### config.mk
export PLATFORM = sky130hd
export DESIGN_NAME = lsu_flat
export DESIGN_NICKNAME = d
export VERILOG_FILES = /design/src/rtl/lsu_pkg.sv /design/src/rtl/lsu_if.sv /design/src/rtl/lsu_lane.sv /design/src/rtl/lsu.sv /design/src/flat_wrapper.sv
export SDC_FILE = /design/constraint.sdc
export NUM_CORES = 1
export LEC_CHECK = 0
export CORE_MARGIN = 4
export CORE_UTILIZATION = 40
export CTS_BUF_LIST = sky130_fd_sc_hd__clkbuf_2
export CTS_CLUSTER_DIAMETER = 120
export CTS_CLUSTER_SIZE = 16
export DETAILED_ROUTE_END_ITERATION = 6
export PLACE_DENSITY = 0.78
export SLEW_MARGIN = 0
export SYNTH_ARGS = -nofsm -noshare
export SYNTH_HDL_FRONTEND = slang
export SYNTH_HIERARCHICAL = 1
export SYNTH_SLANG_ARGS = --single-unit
### constraint.sdc
create_clock -name clk -period 3.65 [get_ports clk]
set_input_delay 0.73 -clock clk [delete_from_list [all_inputs] [get_ports clk]]
set_output_delay 0.73 -clock clk [all_outputs]
set_load 0.01 [all_outputs]
### src/rtl/lsu_pkg.sv
// Shared types and constants for the load/store unit: FSM states, access widths,
// AXI response codes and small address-alignment helpers.
package lsu_pkg;

   localparam int XLEN = 32;
   localparam int ALEN = 32;

   typedef enum logic [2:0] {
      ST_IDLE = 3'd0,
      ST_AR   = 3'd1,
      ST_R    = 3'd2,
      ST_AW_W = 3'd3,
      ST_B    = 3'd4,
      ST_DONE = 3'd5
   } lsu_state_t;

   localparam logic [2:0] LSU_B  = 3'b000;
   localparam logic [2:0] LSU_H  = 3'b001;
   localparam logic [2:0] LSU_W  = 3'b010;
   localparam logic [2:0] LSU_BU = 3'b100;
   localparam logic [2:0] LSU_HU = 3'b101;

   localparam logic [1:0] AXI_RESP_OKAY = 2'b00;

   function automatic logic funct3_valid(input logic [2:0] f);
      return (f == LSU_B) || (f == LSU_H) || (f == LSU_W) || (f == LSU_BU) || (f == LSU_HU);
   endfunction

   function automatic logic is_misaligned(input logic [2:0] f, input logic [1:0] a);
      if (f == LSU_H || f == LSU_HU) return a[0];
      if (f == LSU_W) return a != 2'b00;
      return 1'b0;
   endfunction

   function automatic logic [1:0] force_align(input logic [2:0] f, input logic [1:0] a);
      if (f == LSU_H || f == LSU_HU) return {a[1], 1'b0};
      if (f == LSU_W) return 2'b00;
      return a;
   endfunction

endpackage

### src/rtl/lsu_if.sv
// AXI4-lite bus between the load/store unit (master) and the data memory (slave).
interface lsu_if;
   logic        aclk;
   logic        aresetn;
   logic        awvalid;
   logic        awready;
   logic [31:0] awaddr;
   logic [2:0]  awprot;
   logic        wvalid;
   logic        wready;
   logic [31:0] wdata;
   logic [3:0]  wstrb;
   logic        bvalid;
   logic        bready;
   logic [1:0]  bresp;
   logic        arvalid;
   logic        arready;
   logic [31:0] araddr;
   logic [2:0]  arprot;
   logic        rvalid;
   logic        rready;
   logic [31:0] rdata;
   logic [1:0]  rresp;

   modport master (
      output aclk, aresetn,
      output awvalid, awaddr, awprot, wvalid, wdata, wstrb, bready,
      output arvalid, araddr, arprot, rready,
      input  awready, wready, bvalid, bresp, arready, rvalid, rdata, rresp
   );

   modport slave (
      input  aclk, aresetn,
      input  awvalid, awaddr, awprot, wvalid, wdata, wstrb, bready,
      input  arvalid, araddr, arprot, rready,
      output awready, wready, bvalid, bresp, arready, rvalid, rdata, rresp
   );
endinterface

### src/rtl/lsu_lane.sv
// Byte-lane steering: store strobe/data replication and load extract/extend.
module lsu_lane
   import lsu_pkg::*;
(
   input  logic [2:0]  funct3,
   input  logic [1:0]  addr_lo,
   input  logic [31:0] store_data,
   input  logic [31:0] rdata,
   output logic [3:0]  wstrb,
   output logic [31:0] wdata,
   output logic [31:0] load_data
);

   logic [31:0] shifted;

   // NOTE: every output gets a default first so no path through the case infers a latch.
   always_comb begin
      wstrb     = 4'b1111;
      wdata     = store_data;
      shifted   = rdata >> {addr_lo, 3'b000};
      load_data = rdata;
      case (funct3)
         LSU_B: begin
            wstrb     = 4'b0001 << addr_lo;
            wdata     = {4{store_data[7:0]}};
            load_data = {{24{shifted[7]}}, shifted[7:0]};
         end
         LSU_BU: begin
            wstrb     = 4'b0001 << addr_lo;
            wdata     = {4{store_data[7:0]}};
            load_data = {24'h0, shifted[7:0]};
         end
         LSU_H: begin
            wstrb     = 4'b0011 << addr_lo;
            wdata     = {2{store_data[15:0]}};
            load_data = {{16{shifted[15]}}, shifted[15:0]};
         end
         LSU_HU: begin
            wstrb     = 4'b0011 << addr_lo;
            wdata     = {2{store_data[15:0]}};
            load_data = {16'h0, shifted[15:0]};
         end
         default: ;
      endcase
   end

endmodule

### src/rtl/lsu.sv
// Load/store unit: one instruction in flight, one AXI4-lite transaction per load/store.
// LSU_MISALIGN_TRAP_EN: misaligned accesses trap instead of being force-aligned.
module lsu
   import lsu_pkg::*;
#(
   parameter logic [2:0] AXPROT = 3'b000
) (
   input  logic            clk,
   input  logic            rst,
   input  logic            prev_stalled,
   output logic            stall_prev,
   input  logic            next_stalled,
   output logic            stall_next,
   input  logic            exec_is_load,
   input  logic            exec_is_store,
   input  logic [2:0]      exec_funct3,
   input  logic [XLEN-1:0] exec_result,
   input  logic [XLEN-1:0] exec_store_data,
   input  logic            exec_is_reg_write,
   input  logic [4:0]      exec_reg_write_sel,
   input  logic            exec_exception,
   input  logic [ALEN-1:0] exec_instruction_next_addr,
   output logic [XLEN-1:0] lsu_result,
   output logic            lsu_is_reg_write,
   output logic [4:0]      lsu_reg_write_sel,
   output logic            lsu_exception,
   output logic [ALEN-1:0] lsu_instruction_next_addr,
   lsu_if.master           data_bus
);

   lsu_state_t  state;
   logic [2:0]  funct3_q;
   logic [1:0]  addr_lo_q;
   logic        is_reg_write_q;
   logic [31:0] bus_addr;

   logic        accept;
   logic [1:0]  addr_lo_in;
   logic        mis_trap;
   logic        mem_exc;
   logic [2:0]  lane_funct3;
   logic [1:0]  lane_addr;
   logic [3:0]  lane_wstrb;
   logic [31:0] lane_wdata;
   logic [31:0] lane_load;

   assign stall_next = (state != ST_DONE);
   assign stall_prev = !((state == ST_IDLE) || (state == ST_DONE && !next_stalled));
   assign accept     = !prev_stalled && !stall_prev;

`ifdef LSU_MISALIGN_TRAP_EN
   assign addr_lo_in = exec_result[1:0];
   assign mis_trap   = is_misaligned(exec_funct3, exec_result[1:0]);
`else
   assign addr_lo_in = force_align(exec_funct3, exec_result[1:0]);
   assign mis_trap   = 1'b0;
`endif
   assign mem_exc = !funct3_valid(exec_funct3) || mis_trap;

   // The lane serves the incoming store on accept and the latched load otherwise.
   assign lane_funct3 = accept ? exec_funct3 : funct3_q;
   assign lane_addr   = accept ? addr_lo_in  : addr_lo_q;

   lsu_lane u_lane (
      .funct3     (lane_funct3),
      .addr_lo    (lane_addr),
      .store_data (exec_store_data),
      .rdata      (data_bus.rdata),
      .wstrb      (lane_wstrb),
      .wdata      (lane_wdata),
      .load_data  (lane_load)
   );

   assign data_bus.aclk    = clk;
   assign data_bus.aresetn = !rst;
   assign data_bus.awaddr  = bus_addr;
   assign data_bus.araddr  = bus_addr;
   assign data_bus.awprot  = AXPROT;
   assign data_bus.arprot  = AXPROT;

   // NOTE: sequential state uses non-blocking assignments only; the later accept block
   // deliberately overrides the per-state defaults in the same cycle.
   always_ff @(posedge clk) begin
      if (rst) begin
         state                     <= ST_IDLE;
         funct3_q                  <= '0;
         addr_lo_q                 <= '0;
         is_reg_write_q            <= 1'b0;
         bus_addr                  <= '0;
         data_bus.arvalid          <= 1'b0;
         data_bus.rready           <= 1'b0;
         data_bus.awvalid          <= 1'b0;
         data_bus.wvalid           <= 1'b0;
         data_bus.wdata            <= '0;
         data_bus.wstrb            <= '0;
         data_bus.bready           <= 1'b0;
         lsu_result                <= '0;
         lsu_is_reg_write          <= 1'b0;
         lsu_reg_write_sel         <= '0;
         lsu_exception             <= 1'b0;
         lsu_instruction_next_addr <= '0;
      end else begin
         case (state)
            ST_AR: if (data_bus.arready) begin
               data_bus.arvalid <= 1'b0;
               data_bus.rready  <= 1'b1;
               state            <= ST_R;
            end
            ST_R: if (data_bus.rvalid) begin
               data_bus.rready <= 1'b0;
               state           <= ST_DONE;
               if (data_bus.rresp != AXI_RESP_OKAY) begin
                  lsu_result       <= '0;
                  lsu_exception    <= 1'b1;
                  lsu_is_reg_write <= 1'b0;
               end else begin
                  lsu_result       <= lane_load;
                  lsu_exception    <= 1'b0;
                  lsu_is_reg_write <= is_reg_write_q;
               end
            end
            ST_AW_W: begin
               if (data_bus.awready) data_bus.awvalid <= 1'b0;
               if (data_bus.wready)  data_bus.wvalid  <= 1'b0;
               if ((!data_bus.awvalid || data_bus.awready) && (!data_bus.wvalid || data_bus.wready)) begin
                  data_bus.bready <= 1'b1;
                  state           <= ST_B;
               end
            end
            ST_B: if (data_bus.bvalid) begin
               data_bus.bready  <= 1'b0;
               state            <= ST_DONE;
               lsu_result       <= '0;
               lsu_is_reg_write <= 1'b0;
               lsu_exception    <= (data_bus.bresp != AXI_RESP_OKAY);
            end
            ST_DONE: if (!next_stalled) state <= ST_IDLE;
            default: ;
         endcase

         if (accept) begin
            funct3_q                  <= exec_funct3;
            addr_lo_q                 <= addr_lo_in;
            is_reg_write_q            <= exec_is_reg_write;
            lsu_reg_write_sel         <= exec_reg_write_sel;
            lsu_instruction_next_addr <= exec_instruction_next_addr;
            if (exec_exception || !(exec_is_load || exec_is_store)) begin
               state            <= ST_DONE;
               lsu_result       <= exec_result;
               lsu_is_reg_write <= exec_is_reg_write && !exec_exception;
               lsu_exception    <= exec_exception;
            end else if (mem_exc) begin
               state            <= ST_DONE;
               lsu_result       <= exec_result;
               lsu_is_reg_write <= 1'b0;
               lsu_exception    <= 1'b1;
            end else if (exec_is_load) begin
               state            <= ST_AR;
               bus_addr         <= {exec_result[31:2], 2'b00};
               data_bus.arvalid <= 1'b1;
            end else begin
               state            <= ST_AW_W;
               bus_addr         <= {exec_result[31:2], 2'b00};
               data_bus.awvalid <= 1'b1;
               data_bus.wvalid  <= 1'b1;
               data_bus.wdata   <= lane_wdata;
               data_bus.wstrb   <= lane_wstrb;
            end
         end
      end
   end

endmodule

### src/flat_wrapper.sv
// flat-port wrapper written by rule: the top's interface ports become plain ports
module lsu_flat import lsu_pkg::*;
#(
   parameter logic [2:0] AXPROT = 3'b000
)
  (clk, rst, prev_stalled, stall_prev, next_stalled, stall_next, exec_is_load, exec_is_store, exec_funct3, exec_result, exec_store_data, exec_is_reg_write, exec_reg_write_sel, exec_exception, exec_instruction_next_addr, lsu_result, lsu_is_reg_write, lsu_reg_write_sel, lsu_exception, lsu_instruction_next_addr, data_bus_aclk, data_bus_aresetn, data_bus_awvalid, data_bus_awaddr, data_bus_awprot, data_bus_wvalid, data_bus_wdata, data_bus_wstrb, data_bus_bready, data_bus_arvalid, data_bus_araddr, data_bus_arprot, data_bus_rready, data_bus_awready, data_bus_wready, data_bus_bvalid, data_bus_bresp, data_bus_arready, data_bus_rvalid, data_bus_rdata, data_bus_rresp);
  lsu_if data_bus_i ();
  input  logic clk;
  input  logic rst;
  input  logic prev_stalled;
  output logic stall_prev;
  input  logic next_stalled;
  output logic stall_next;
  input  logic exec_is_load;
  input  logic exec_is_store;
  input  logic [2:0] exec_funct3;
  input  logic [XLEN-1:0] exec_result;
  input  logic [XLEN-1:0] exec_store_data;
  input  logic exec_is_reg_write;
  input  logic [4:0] exec_reg_write_sel;
  input  logic exec_exception;
  input  logic [ALEN-1:0] exec_instruction_next_addr;
  output logic [XLEN-1:0] lsu_result;
  output logic lsu_is_reg_write;
  output logic [4:0] lsu_reg_write_sel;
  output logic lsu_exception;
  output logic [ALEN-1:0] lsu_instruction_next_addr;
  output wire logic [$bits(data_bus_i.aclk)-1:0] data_bus_aclk;
  output wire logic [$bits(data_bus_i.aresetn)-1:0] data_bus_aresetn;
  output wire logic [$bits(data_bus_i.awvalid)-1:0] data_bus_awvalid;
  output wire logic [$bits(data_bus_i.awaddr)-1:0] data_bus_awaddr;
  output wire logic [$bits(data_bus_i.awprot)-1:0] data_bus_awprot;
  output wire logic [$bits(data_bus_i.wvalid)-1:0] data_bus_wvalid;
  output wire logic [$bits(data_bus_i.wdata)-1:0] data_bus_wdata;
  output wire logic [$bits(data_bus_i.wstrb)-1:0] data_bus_wstrb;
  output wire logic [$bits(data_bus_i.bready)-1:0] data_bus_bready;
  output wire logic [$bits(data_bus_i.arvalid)-1:0] data_bus_arvalid;
  output wire logic [$bits(data_bus_i.araddr)-1:0] data_bus_araddr;
  output wire logic [$bits(data_bus_i.arprot)-1:0] data_bus_arprot;
  output wire logic [$bits(data_bus_i.rready)-1:0] data_bus_rready;
  input wire logic [$bits(data_bus_i.awready)-1:0] data_bus_awready;
  input wire logic [$bits(data_bus_i.wready)-1:0] data_bus_wready;
  input wire logic [$bits(data_bus_i.bvalid)-1:0] data_bus_bvalid;
  input wire logic [$bits(data_bus_i.bresp)-1:0] data_bus_bresp;
  input wire logic [$bits(data_bus_i.arready)-1:0] data_bus_arready;
  input wire logic [$bits(data_bus_i.rvalid)-1:0] data_bus_rvalid;
  input wire logic [$bits(data_bus_i.rdata)-1:0] data_bus_rdata;
  input wire logic [$bits(data_bus_i.rresp)-1:0] data_bus_rresp;
  assign data_bus_aclk = data_bus_i.aclk;
  assign data_bus_aresetn = data_bus_i.aresetn;
  assign data_bus_awvalid = data_bus_i.awvalid;
  assign data_bus_awaddr = data_bus_i.awaddr;
  assign data_bus_awprot = data_bus_i.awprot;
  assign data_bus_wvalid = data_bus_i.wvalid;
  assign data_bus_wdata = data_bus_i.wdata;
  assign data_bus_wstrb = data_bus_i.wstrb;
  assign data_bus_bready = data_bus_i.bready;
  assign data_bus_arvalid = data_bus_i.arvalid;
  assign data_bus_araddr = data_bus_i.araddr;
  assign data_bus_arprot = data_bus_i.arprot;
  assign data_bus_rready = data_bus_i.rready;
  assign data_bus_i.awready = data_bus_awready;
  assign data_bus_i.wready = data_bus_wready;
  assign data_bus_i.bvalid = data_bus_bvalid;
  assign data_bus_i.bresp = data_bus_bresp;
  assign data_bus_i.arready = data_bus_arready;
  assign data_bus_i.rvalid = data_bus_rvalid;
  assign data_bus_i.rdata = data_bus_rdata;
  assign data_bus_i.rresp = data_bus_rresp;
  lsu #(.AXPROT(AXPROT)) u_core (.clk(clk), .rst(rst), .prev_stalled(prev_stalled), .stall_prev(stall_prev), .next_stalled(next_stalled), .stall_next(stall_next), .exec_is_load(exec_is_load), .exec_is_store(exec_is_store), .exec_funct3(exec_funct3), .exec_result(exec_result), .exec_store_data(exec_store_data), .exec_is_reg_write(exec_is_reg_write), .exec_reg_write_sel(exec_reg_write_sel), .exec_exception(exec_exception), .exec_instruction_next_addr(exec_instruction_next_addr), .lsu_result(lsu_result), .lsu_is_reg_write(lsu_is_reg_write), .lsu_reg_write_sel(lsu_reg_write_sel), .lsu_exception(lsu_exception), .lsu_instruction_next_addr(lsu_instruction_next_addr), .data_bus(data_bus_i));
endmodule
==> results of run 1 <==
-- per-stage QoR --
step | hold slack [ns] | total power (µW) | setup WS [ns]
floorplan | 0.437 | 3870 | 0.337
global placement | 0.438 | 4930 | 0.0611
detailed placement | 0.442 | 4960 | 0.0147
CTS | 0.174 | 5990 | 0.326
global route | 0.173 | 6330 | 0.223
finish | 0.267 | 5950 | 0.441
-- layer usage --
| metal | global-route usage | vias to the layer above | wire [µm] |
|---|---|---|---|
| met5 | 0 | - | 15 |
| met3 | 0.0754 | 32 | 2490 |
| met1 | 0.290 | 3584 | 10400 |
| met4 | 0.0746 | 2 | 435 |
| met2 | 0.409 | 364 | 12900 |
| li1 | - | 3730 | - |
-- kinds of logic (layout without fill, tap and decap cells) --
family,count (synthesis),after routing,share of synthesized area
muxes,43,43,0.0635
DFF,151,151,0.407
AOI/OAI and AO/OA,233,233,0.210
buffers and inverters,147,406,0.110
and+or+nand+nor,366,366,0.207
adders and majority gates,1,1,0.00168
other,1,12,0.000505
-- flip-flops by register name, summed over array words and instances (netlist names), 2 cells and up --
signal                            count
u_core/lsu_reg_write_sel              5
u_core/addr_lo_q                      2
u_core/data_bus.wstrb                 4
u_core/lsu_result                    32
u_core/lsu_instruction_next_addr     32
u_core/data_bus.araddr               30
u_core/data_bus.wdata                32
u_core/funct3_q                       3
u_core/state                          3
-- cell usage after synthesis, drive strengths merged, types with 2 or more instances --
library cell	n
a211oi	2
a21o	2
a21oi	117
a222oi	33
a22o	2
a22oi	8
and2	2
buf	93
clkbuf	35
dfxtp	151
inv	18
mux2	23
mux2i	19
nand2	254
nand2b	8
nand3	4
nand3b	4
nor2	43
nor2b	3
nor3	37
nor4	3
o211a	9
o211ai	2
o21ai	23
o21bai	2
o221ai	9
o31ai	9
o32ai	8
or2	3
-- layout make-up --
cell class | instances | share of cell area
well taps | 229 | 0.0265
flip-flops and latches | 151 | 0.280
multi-input cells | 653 | 0.338
clock inverters | 14 | 0.0140
diodes | 2 | 0.000464
inverters | 19 | 0.00661
repair buffers | 351 | 0.323
clock buffers | 22 | 0.0107
-- critical path, cell delays in order (launching register included) --
cell and delay, ns:
dfxtp_1 0.56, buf_4 0.23, and4bb_1 0.33, nor2_1 0.08, clkdlybuf4s50_1 0.52
-- power groups by stage --
stage | logic, µW | registers [µW] | clock network (µW)
global placement | 2800 | 2100 | 27.9
global route | 3090 | 2110 | 1140
CTS | 2840 | 2070 | 1070
finish | 2850 | 2080 | 1030
detailed placement | 2830 | 2110 | 27.9
floorplan | 1680 | 2170 | 22.6
-- worst max path at each step --
| stage | end | slack (ns) | cells past startpoint |
|---|---|---|---|
| finish | stall_prev | 0.44 | 4 |
| global route | stall_prev | 0.22 | 4 |
| CTS | stall_prev | 0.33 | 4 |
| detailed placement | u_core/lsu_result[28] | 0.01 | 11 |
| global placement | u_core/lsu_result[27] | 0.06 | 11 |
| floorplan | u_core/lsu_result[26] | 0.34 | 13 |
==> flow_metrics.env, run 1 <==
export IMPL_power_switching_uw=2340
export IMPL_drt_iter0_drc=722
export IMPL_post_layout_nonfiller_instances=1441
export IMPL_synth_warnings=6
export IMPL_synth_edff_count=0
export IMPL_fmax_ghz=0.312
export IMPL_yosysUniqueCellTypes=55
export IMPL_dr_pass1_iters=7
export IMPL_rsz0062_at_grt="no"
export IMPL_yosys_area_top_type="dfxtp_1"
export IMPL_reg2reg_depth=10
export IMPL_fin_crit_sh=0.879
export IMPL_via_per_inst=5.35
export IMPL_grt_pass1_wl_um=39400
export IMPL_ctsResizeCount=0
export IMPL_critPathKind="register to output pin"
export IMPL_ir_drop_mv=0.328
export IMPL_crit_start="u_core/state[0]"
export IMPL_drive_gt1_frac=0.0818
export IMPL_hold_class="input pin to register"
export IMPL_crit_path_max_fanout=10
export IMPL_yosysSeqAreaShare=0.407
export IMPL_start_util=0.411
export IMPL_min_to="u_core/funct3_q[0]"
export IMPL_fin_util=0.597
export IMPL_clkLatencyLatePin_ns=0.80
export IMPL_drc_errors=0
export IMPL_drv_cap=0
export IMPL_cp_required_ns=2.92
export IMPL_gr_total_overflow=0
export IMPL_avgSynthCellArea_um2=7.88
export IMPL_postCtsSetupBuffers=0
export IMPL_portBuffers=328
export IMPL_die_w_um=144
export IMPL_postLayoutCellArea_um2=10800
export IMPL_areaGrowthSynthToFinish_pct=45.4
export IMPL_syn_cell_area_um2=7420
export IMPL_slew_violations=0
export IMPL_start_kind="register"
export IMPL_drt_wl_total_um=26300
export IMPL_syn_instance_count=942
export IMPL_switching_share=0.393
export IMPL_place_area_um2=10500
export IMPL_finalClockSkew_ns=0.0374
export IMPL_ys_ff_latch=151
export IMPL_grt_max_degree=88
export IMPL_ys_top_cells_by_area="dfxtp_1 41%, nand2_1 13%, a21oi_1 7.9%"
export IMPL_worst_endpoint_arrival_ns=2.48
export IMPL_r2r_slack_ns=0.47
export IMPL_p_clk_frac=0.173
export IMPL_setup_viol=0
export IMPL_holdBufCountCts=0
export IMPL_regArea_um2=3020
export IMPL_final_common_cell="clkdlybuf4s50_1"
export IMPL_synth_top_area_frac=0.407
export IMPL_core_area_um2=18100
export IMPL_worstMarginPinSlew_ns=1.19
export IMPL_dieArea_um2=20800
export IMPL_antenna_found_initial=2
export IMPL_critPathCaptureType="output pin"
export IMPL_hold_start="rst"
export IMPL_p_per_area_nw_per_um2=551
export IMPL_grt_usage=0.240
export IMPL_multiInputGateArea_um2=3650
export IMPL_rows=49
export IMPL_grt_pass1_vias=7278
export IMPL_fillers=1645
export IMPL_place_inst=1404
export IMPL_synth_main_ff_cell="dfxtp_1"
export IMPL_nets=1351
export IMPL_final_cell_mix="327 x clkdlybuf4s50_1, 254 x nand2_1, 151 x dfxtp_1"
export IMPL_min_period_ns=3.21
export IMPL_timing_rr_end="u_core/lsu_result[10]"
export IMPL_finalWeightedCongestion=0.889
export IMPL_cts_tree="yes"
export IMPL_setup_tns_final_ns=0
export IMPL_num_io_pins=339
export IMPL_power_frac_seq=0.349
export IMPL_r2r_start="u_core/state[0]"
export IMPL_internal_power_uw=3610
export IMPL_clk_pin_slew_ns=0.21
export IMPL_max_slew_margin_rel=0.208
export IMPL_final_antenna_net_count=0
export IMPL_p_comb_frac=0.478
export IMPL_dpl_hpwl_um=19300
export IMPL_hold_viol_final=0
export IMPL_hold_depth=3
export IMPL_synthArstFlopShare=0
export IMPL_wl_per_cell_um=18.2
export IMPL_die_y_um=144
export IMPL_p_leak_uw=0.00387
export IMPL_status="finished clean"
export IMPL_vias=7712
No activity file was read; power rests on OpenSTA's default activity.
==> run 2, diff against run 1 <==
- GPL_TIMING_DRIVEN: not set -> 1
==> results of run 2 <==
No change in the layout: final DEF, timing and power equal those of run 1.
==> run 3, diff against run 2 <==
- PLACE_DENSITY: 0.78 -> 0.8
- SYNTH_HIERARCHICAL: 1 -> not set
==> run 3 against run 2 <==
Maximum frequency up 0.90%. Total power decreased by 4.7%. Global-route usage increased by 0.46 points. Critical path depth decreased by 1. Core utilization up 2.5 points. Clock skew decreased by 0.0087 ns. Flip-flop and latch count unchanged. Register-to-register slack improved by 0.03 ns. Sequential power grew 2%. Die area fell by 6.6%. First-iteration DRC count shrank 30%. Largest power group unchanged.
==> flow_metrics.env, run 3 <==
export IMPL_status="finished clean"
export IMPL_portBuffers=328
export IMPL_cp_cell_sequence="clkbuf_2 -> clkbuf_2 -> clkdlybuf4s50_1"
export IMPL_dp_slack_ns=0.0452
export IMPL_wl_per_cell_um=17.8
export IMPL_start_kind="clock port"
export IMPL_ctsResizeCount=0
export IMPL_r2r_start="u_core.state[2]"
export IMPL_dr_pass1_iters=5
export IMPL_crit_slowest_cell="clkdlybuf4s50_1"
export IMPL_n_antenna_cell=0
export IMPL_p_clk_frac=0.188
export IMPL_die_w_um=139
export IMPL_antenna_found_initial=0
export IMPL_clkLatencyLatePin_ns=0.78
export IMPL_met3_usage=0.0762
export IMPL_p_leak_uw=0.00379
export IMPL_p_per_area_nw_per_um2=544
export IMPL_min_to="u_core.lsu_result[19]"
export IMPL_holdBufCountCts=0
export IMPL_worstMarginPinSlew_ns=1.23
export IMPL_postCtsSetupBuffers=0
export IMPL_synth_main_ff_cell="dfxtp_1"
export IMPL_critPathKind="clock port to output pin"
export IMPL_num_io_pins=339
export IMPL_hold_start="rst"
export IMPL_internal_power_uw=3500
export IMPL_postLayoutCellArea_um2=10400
export IMPL_hold_depth=5
export IMPL_grt_pass1_vias=6965
export IMPL_clk_pin_slew_ns=0.22
export IMPL_via_per_inst=5.27
export IMPL_drive_gt1_frac=0.0608
export IMPL_switching_share=0.382
export IMPL_synthTopCellsByCount="205 x nand2_1, 151 x dfxtp_1, 120 x a21oi_1, 57 x clkbuf_1, 49 x nor2_1"
export IMPL_ys_top_cells_by_area="dfxtp_1 44%, nand2_1 11%, a21oi_1 8.7%"
export IMPL_max_stage_delay_ns=0.47
export IMPL_power_switching_uw=2160
export IMPL_critPathMostFrequentCell="clkbuf_2"
export IMPL_synth_warnings=0
export IMPL_nets=1308
export IMPL_drt_wl_total_um=24700
export IMPL_final_common_cell="clkdlybuf4s50_1"
export IMPL_gr_total_overflow=0
export IMPL_synth_xor_area_frac=0
export IMPL_syn_cell_area_um2=6910
export IMPL_worst_endpoint_arrival_ns=2.47
export IMPL_yosys_area_share_adder=0
export IMPL_fin_ws_ns=0.452
export IMPL_grt_pass1_wl_um=38600
export IMPL_synth_top_area_frac=0.438
export IMPL_hold_class="input pin to register"
export IMPL_setup_viol=0
export IMPL_drc_errors=0
export IMPL_synth_edff_count=0
export IMPL_synth_top_family_by_area="compound AO/OA/AOI/OAI gates"
export IMPL_yosysSeqAreaShare=0.438
export IMPL_p_comb_frac=0.438
export IMPL_grt_max_degree=72
export IMPL_top_regs="u_core.data_bus.wdata (32), u_core.lsu_instruction_next_addr (32), u_core.lsu_result (32)"
export IMPL_yosysUniqueCellTypes=48
export IMPL_areaGrowthSynthToFinish_pct=50.9
export IMPL_core_area_um2=16800
export IMPL_worst_hold_slack_ns=0.401
export IMPL_yosysMostFrequentCell="nand2_1"
export IMPL_finalClockSkew_ns=0.0287
export IMPL_rsz0062_at_grt="no"
export IMPL_cp_required_ns=2.92
export IMPL_reg2reg_depth=6
export IMPL_power_frac_seq=0.374
export IMPL_synth_compound_area_frac=0.245
export IMPL_rows=47
export IMPL_top_usage_layer="met2"
export IMPL_use_met2=0.401
export IMPL_fmax_ghz=0.314
export IMPL_worst_path_buf_inv=3
export IMPL_cts_tree="yes"
export IMPL_max_slew_margin_rel=0.179
export IMPL_use_met1=0.312
export IMPL_synthSimpleGateAreaFrac=0.190
export IMPL_critPathCaptureType="output pin"
export IMPL_final_antenna_net_count=0
export IMPL_drv_cap=0
export IMPL_start_util=0.412
export IMPL_slew_violations=0
export IMPL_grt_usage=0.245
export IMPL_dieArea_um2=19400
export IMPL_place_area_um2=10200
export IMPL_ys_ff_latch=151
export IMPL_synthMuxAreaShare=0.0379
export IMPL_final_cell_mix="327 x clkdlybuf4s50_1, 205 x nand2_1, 151 x dfxtp_1"
export IMPL_synthArstFlopShare=0
export IMPL_min_period_ns=3.20
export IMPL_yosys_area_top_type="dfxtp_1"
export IMPL_syn_instance_count=879
export IMPL_crit_path_max_fanout=2
export IMPL_worst_path_dominant_cell_family="buffers and inverters"
export IMPL_vias=7314
export IMPL_drt_iter0_drc=503
export IMPL_die_y_um=139
export IMPL_avgSynthCellArea_um2=7.86
export IMPL_finalWeightedCongestion=0.900
export IMPL_hold_viol_final=0
export IMPL_fin_crit_sh=0.876
export IMPL_setup_tns_final_ns=0
export IMPL_ir_drop_mv=0.406
export IMPL_r2r_slack_ns=0.50
export IMPL_dpl_hpwl_um=18200
export IMPL_timing_rr_end="u_core.lsu_result[28]"
export IMPL_fillers=1526
==> run 3: cell type report <==
cell class                      instances  area [µm²]  area share
Tap cell                              220         275      0.0264
Multi-Input combinational cell        618        3330       0.320
Clock buffer                           23         120      0.0115
Inverter                               12        45.0     0.00432
Timing Repair Buffer                  351        3480       0.333
Sequential cell                       151        3020       0.290
Clock inverter                         13         153      0.0146
==> run 3: power by group through the flow <==
stage               clock network (µW)  registers, µW  logic [µW]
finish                            1060           2120        2480
floorplan                         22.6           2210        1270
global route                      1180           2160        2710
detailed placement                27.9           2150        2480
global placement                  27.9           2150        2450
CTS                               1110           2110        2490
==> run 3: through the flow <==
step / instances / utilization / total power, µW
3_5_place_dp: 1353 / 0.606 / 4660
3_3_place_gp: 1353 / 0.606 / 4620
2_1_floorplan: 888 / - / 3510
5_1_grt: 1388 / 0.622 / 6040
4_1_cts: 1388 / 0.622 / 5710
6_report: 1388 / 0.622 / 5670
==> run 3: worst max path at each step <==
stage | from | endpoint | slack (ns) | cells past startpoint
after floorplan | next_stalled | u_core.lsu_result[22] | 0.65 | 8
after global placement | next_stalled | u_core.lsu_result[23] | 0.16 | 7
after detailed placement | next_stalled | u_core.lsu_result[27] | 0.05 | 7
after CTS | u_core.state[2] | stall_prev | 0.40 | 3
after global routing | u_core.state[1] | u_core.lsu_result[26] | 0.19 | 6
final | clk | data_bus_aclk | 0.45 | 3
==> run 3: tightest hold or removal path, cell delays in order <==
cell and delay, ns:
buf_4 0.08, inv_1 0.03, buf_4 0.19, o21ai_0 0.10
a31oi_1 0.04
==> run 3: kinds of logic (layout without fill, tap and decap cells) <==
logic type             count (synthesis)  in the layout
buffers and inverters                119            399
AOI/OAI and AO/OA                    271            271
other                                  1             10
muxes                                 24             24
DFF                                  151            151
and+or+nand+nor                      313            313
==> run 3: layer usage <==
metal  vias to the layer above  share of wire
met5                         -              0
met4                         0          0.017
met3                        29          0.078
met2                       309           0.48
met1                      3396           0.42
li1                       3580              -
==> RTL change 1 (config.mk and constraints of run 1) <==
The option `LSU_MISALIGN_TRAP_EN` is turned on by a define.
--- a/src/rtl/lsu.sv
+++ b/src/rtl/lsu.sv
@@ -1,4 +1,6 @@
 // Load/store unit: one instruction in flight, one AXI4-lite transaction per load/store.
 // LSU_MISALIGN_TRAP_EN: misaligned accesses trap instead of being force-aligned.
+`define LSU_MISALIGN_TRAP_EN
+
 module lsu
    import lsu_pkg::*;
Behaviour: not the same (a bounded check fails within 4 cycles, from zero or initial values and one cycle with rst high).
==> RTL change 1 against run 1 <==
Sequential cell count unchanged; synthesized area increased by 0.37%; wire length decreased by 0.29%; power increased by 1.1%; non-clock buffer count unchanged; first-iteration DRC count decreased by 7.3%; worst setup slack improved by 0.019 ns; critical path type is now clk2out; largest cell class unchanged; hold slack improved by 0.11 ns; design area increased by 0.61%; critical endpoint is now data_bus_aclk.
==> RTL change 1: results (changes against run 1) <==
clkLatencyLatePin_ns: 0.77  # -0.03 ns
ys_seq_area_share_pct: 40.6  # -0.15 points
gp_congestion: 0.983  # +11%
place_hpwl_mm: 19.7  # +1.9%
powerDensity_nw_per_um2: 554  # +0.44%
grt.total_usage_pct: 24.0  # about the same
antenna_cells: 1  # -1
synthMuxAreaShare_pct: 11.2  # +4.8 points
pre_cts_ws_ns: -0.0223  # -0.0370 ns
final_core_util_pct: 59.8  # +0.16 points
grt_max_degree: 64  # -27%
crit_path_max_incr_delay_ns: 0.46  # -0.10 ns
nFlopsAndLatches: 151  # unchanged
yosys_warnings: 6  # unchanged
grt_antenna_before_repair: 1  # -1
nNonClkInverters: 14  # -5
cp.arrival_ns: 2.46  # -0.02 ns
critPathSlowestCell: "clkdlybuf4s50_1"
ir_worst_vdd_mv: 0.295  # -10%
drt-pass1-iter-count: 5  # -2
placed_area_um2: 10600  # +0.49%
via_per_inst: 5.30  # -0.97%
postSynthAreaPerCell_um2: 8.27  # +4.9%
netlist_top_cells_count: "183 x nand2_1, 151 x dfxtp_1, 81 x a21oi_1"
ys_types: 56  # +1.8%
multi_input_gates: 622  # -4.7%
power_frac_comb_pct: 47.1  # -0.7 points
final_nets: 1315  # -2.7%
buffers_excl_clock: 351  # unchanged
grt_pass1_vias: 7151  # -1.7%
clk_pin_slew_ns: 0.24  # +0.03 ns
coreArea_um2: 18100  # +0.34%
place_inst: 1368  # -2.6%
ys_top_cells_by_area: "dfxtp_1 41%, nand2_1 9.2%, mux2i_1 7.4%, a21oi_1 5.4%, buf_4 5.4%"
nFillCells: 1635  # -0.61%
multi_input_area_um2: 3720  # +1.9%
synth-compound-area-share_pct: 20.8  # -0.25 points
drt_iter0_markers: 669  # -7.3%
finalWirelength_mm: 26.2  # -0.29%
nonClkBufAreaFrac_pct: 32.1  # -0.20 points
grt_pass1_wl_mm: 39.0  # -0.89%
leakage_nw: 3.85  # -0.53%
p_sw_mw: 2.32  # -0.88%
post_cts_buffers: 0  # unchanged
synth_fa_ha_area_share_pct: 0.168  # -0.00062 points
clock_skew_ns: 0.0430  # +0.00562 ns
status: "completed"
cp_max_fo: 3  # -7
RTL change 1: cell types whose count changed in the layout (fill, tap and decap cells not counted), moves of 8 or more:
cell      before  now
nand2_1      254  183
a22oi_1        8   41
inv_1         18   10
mux2i_1       19   55
a211oi_1       2   35
a21oi_1      117   81
nor2_1        40   79
nor3_1        36    4
a222oi_1      33    0
RTL change 1: path summary, 6_finish.rpt:
check	cells after the start	from	end	slack (ns)
min reg2reg	2	u_core/lsu_instruction_next_addr[17]$_SDFFE_PP0N_	u_core/lsu_instruction_next_addr[17]$_SDFFE_PP0N_	0.47
min	2	rst	u_core/data_bus.wdata[3]$_SDFFE_PP0P_	0.37
max reg2reg	9	u_core/state[1]$_SDFFE_PP0P_	u_core/lsu_result[31]$_SDFF_PP0_	0.57
max	3	clk	data_bus_aclk	0.46
RTL change 1: metal layers:
layer	vias to the layer above	share of wire (%)	global-route usage, %
met2	340	50	41.9
met1	3456	39	28.1
met4	0	1.6	6.87
met5	-	0	0
met3	31	9.7	8.00
li1	3609	-	-
==> RTL change 2 (settings of run 1) <==
Made on the original files. Re-encode `lsu_state_t` (6 states) as one-hot, 6 bits wide.
--- a/src/rtl/lsu_pkg.sv
+++ b/src/rtl/lsu_pkg.sv
@@ -6,11 +6,11 @@
    localparam int ALEN = 32;
 
-   typedef enum logic [2:0] {
-      ST_IDLE = 3'd0,
-      ST_AR   = 3'd1,
-      ST_R    = 3'd2,
-      ST_AW_W = 3'd3,
-      ST_B    = 3'd4,
-      ST_DONE = 3'd5
+   typedef enum logic [5:0] {
+      ST_IDLE = 6'b000001,
+      ST_AR   = 6'b000010,
+      ST_R    = 6'b000100,
+      ST_AW_W = 6'b001000,
+      ST_B    = 6'b010000,
+      ST_DONE = 6'b100000
    } lsu_state_t;
 
Check against the original RTL: same outputs for any inputs over 4 cycles, from zero or initial values and one cycle with rst high; so few cycles prove little.
==> RTL change 2 against run 1 <==
The flow now finishes with violations (design-rule violations); count of clock-buffer cells in the layout is 1 lower; utilization fell by 0.65 points; worst setup slack lost 0.26 ns; synthesized area up 2.0%; design area grew 2.0%; critical path depth increased by 1; sequential cell count up 3; clock skew is 0.0077 ns higher; wire length up 2.8%.
Power is not compared: it rests on default switching activity, and its combinational part moved more than twofold at a synthesized area within 25%.
==> RTL change 2: results (changes against run 1) <==
status: "finished, violations left"
violations: "design-rule violations"
critPathSlowestCell: "or4_4"
leakage_nw: 3.97
postSynthAreaPerCell_um2: 7.93  # +0.65%
use_met3_pct: 8.78  # +1.2 points
cp.arrival_ns: 2.74  # +0.26 ns
cp_max_fo: 5  # -5
drt-pass1-iter-count: 7  # unchanged
drive_gt1_share_pct: 9.36  # +1.2 points
post_cts_buffers: 0  # unchanged
gp_congestion: 0.871  # -2.1%
finalNonFillerCells: 1464  # +1.6%
synth-xor-area-share_pct: 0.116  # +0.12 points
critical-path-top-delay-family: "simple AND/OR/NAND/NOR gates"
final_nets: 1368  # +1.3%
highest_layer: "met5"
yosys_warnings: 6  # unchanged
clk_pin_slew_ns: 0.23  # +0.02 ns
ir_worst_vdd_mv: 0.281
finalWirelength_mm: 27.0  # +2.8%
grt_max_degree: 81  # -8.0%
setup_viol_count_final: 0  # unchanged
synth-compound-area-share_pct: 21.1  # +0.042 points
place_hpwl_mm: 19.7  # +2.0%
clkLatencyLatePin_ns: 0.81
grt_antenna_before_repair: 2  # unchanged
drc: 36  # +36
ys_top_cells_by_area: "dfxtp_1 41%, nand2_1 12%, a21oi_1 7.3%, buf_4 5.2%, a222oi_1 4.2%"
grt_pass1_wl_mm: 42.0  # +6.8%
synth_fa_ha_area_share_pct: 0  # -0.17 points
crit_path_max_incr_delay_ns: 0.57
cts-resized-gates: 0  # unchanged
wl_met3_mm: 2.66  # +6.7%
met2_usage_pct: 41.6  # +0.64 points
clock_skew_ns: 0.0451  # +0.00771 ns
pre_cts_ws_ns: -0.0643  # -0.0790 ns
top_regs: "u_core/data_bus.wdata (32), u_core/lsu_instruction_next_addr (32), u_core/lsu_result (32)"
grt.total_usage_pct: 24.5  # +0.47 points
placed_area_um2: 10700  # +1.9%
wl_met2_mm: 12.9  # -0.18%
async_flop_share_pct: 0  # unchanged
drt-met1-wl_mm: 10.6  # +2.3%
use_met1_pct: 28.0  # -0.99 points
nFillCells: 1715  # +4.3%
drt_iter0_markers: 747  # +3.5%
synthMuxAreaShare_pct: 6.67  # +0.32 points
slew_headroom_pct: 40.3  # +19 points
grt_pass1_vias: 7872  # +8.2%
via_per_inst: 5.45  # +1.8%
netlist_top_cells_count: "248 x nand2_1, 154 x dfxtp_1, 111 x a21oi_1"
portBuffers: 328  # unchanged
hp-class: "in2reg"
ys_seq_area_share_pct: 40.7  # about the same
ys_types: 61  # +11%
==> RTL change 2: cell types whose count changed after synthesis, moves of 4 or more <==
cell and delta:
nand2_1 -6, clkbuf_1 +14, a21oi_1 -6, a31o_2 +4
nand3_1 +4, nor2_1 +7, buf_2 -14, nand2b_1 -5
==> RTL change 2: cell type report <==
| type | count | area (µm²) | area share, % |
|---|---|---|---|
| Multi-Input combinational cell | 661 | 3750 | 34.0 |
| Sequential cell | 154 | 3080 | 28.0 |
| Tap cell | 234 | 293 | 2.66 |
| Inverter | 19 | 71.3 | 0.648 |
| Antenna cell | 2 | 5.00 | 0.0455 |
| Clock buffer | 21 | 110 | 1.00 |
| Timing Repair Buffer | 358 | 3530 | 32.1 |
| Clock inverter | 15 | 168 | 1.52 |
==> RTL change 2: where the power goes <==
part	total, mW	switching [mW]	internal (mW)
sequential	1.87	0.0677	1.80
combinational	1.37	0.688	0.678
clock	1.10	0.766	0.333
==> RTL change 2: path summary, 6_finish.rpt <==
| check | startpoint | to | slack, ns | cells past startpoint |
|---|---|---|---|---|
| setup / recovery | u_core/state[0]$_SDFFE_PP1P_ | stall_prev | 0.18 | 5 |
| hold / removal | rst | u_core/state[0]$_SDFFE_PP1P_ | 0.29 | 3 |
| setup reg to reg | u_core/state[0]$_SDFFE_PP1P_ | u_core/lsu_result[6]$_SDFF_PP0_ | 0.27 | 11 |
| hold reg to reg | u_core/data_bus.wdata[28]$_SDFFE_PP0P_ | u_core/data_bus.wdata[28]$_SDFFE_PP0P_ | 0.47 | 2 |
==> RTL change 2: cells by family (layout without fill, tap and decap cells) <==
kind of cell              after synthesis  in the layout
and+or+nand+nor                       371            371
AOI/OAI and AO/OA                     233            233
DFF                                   154            154
buffers and inverters                 149            413
muxes                                  46             46
other                                   1             12
xor gates and xnor gates                1              1
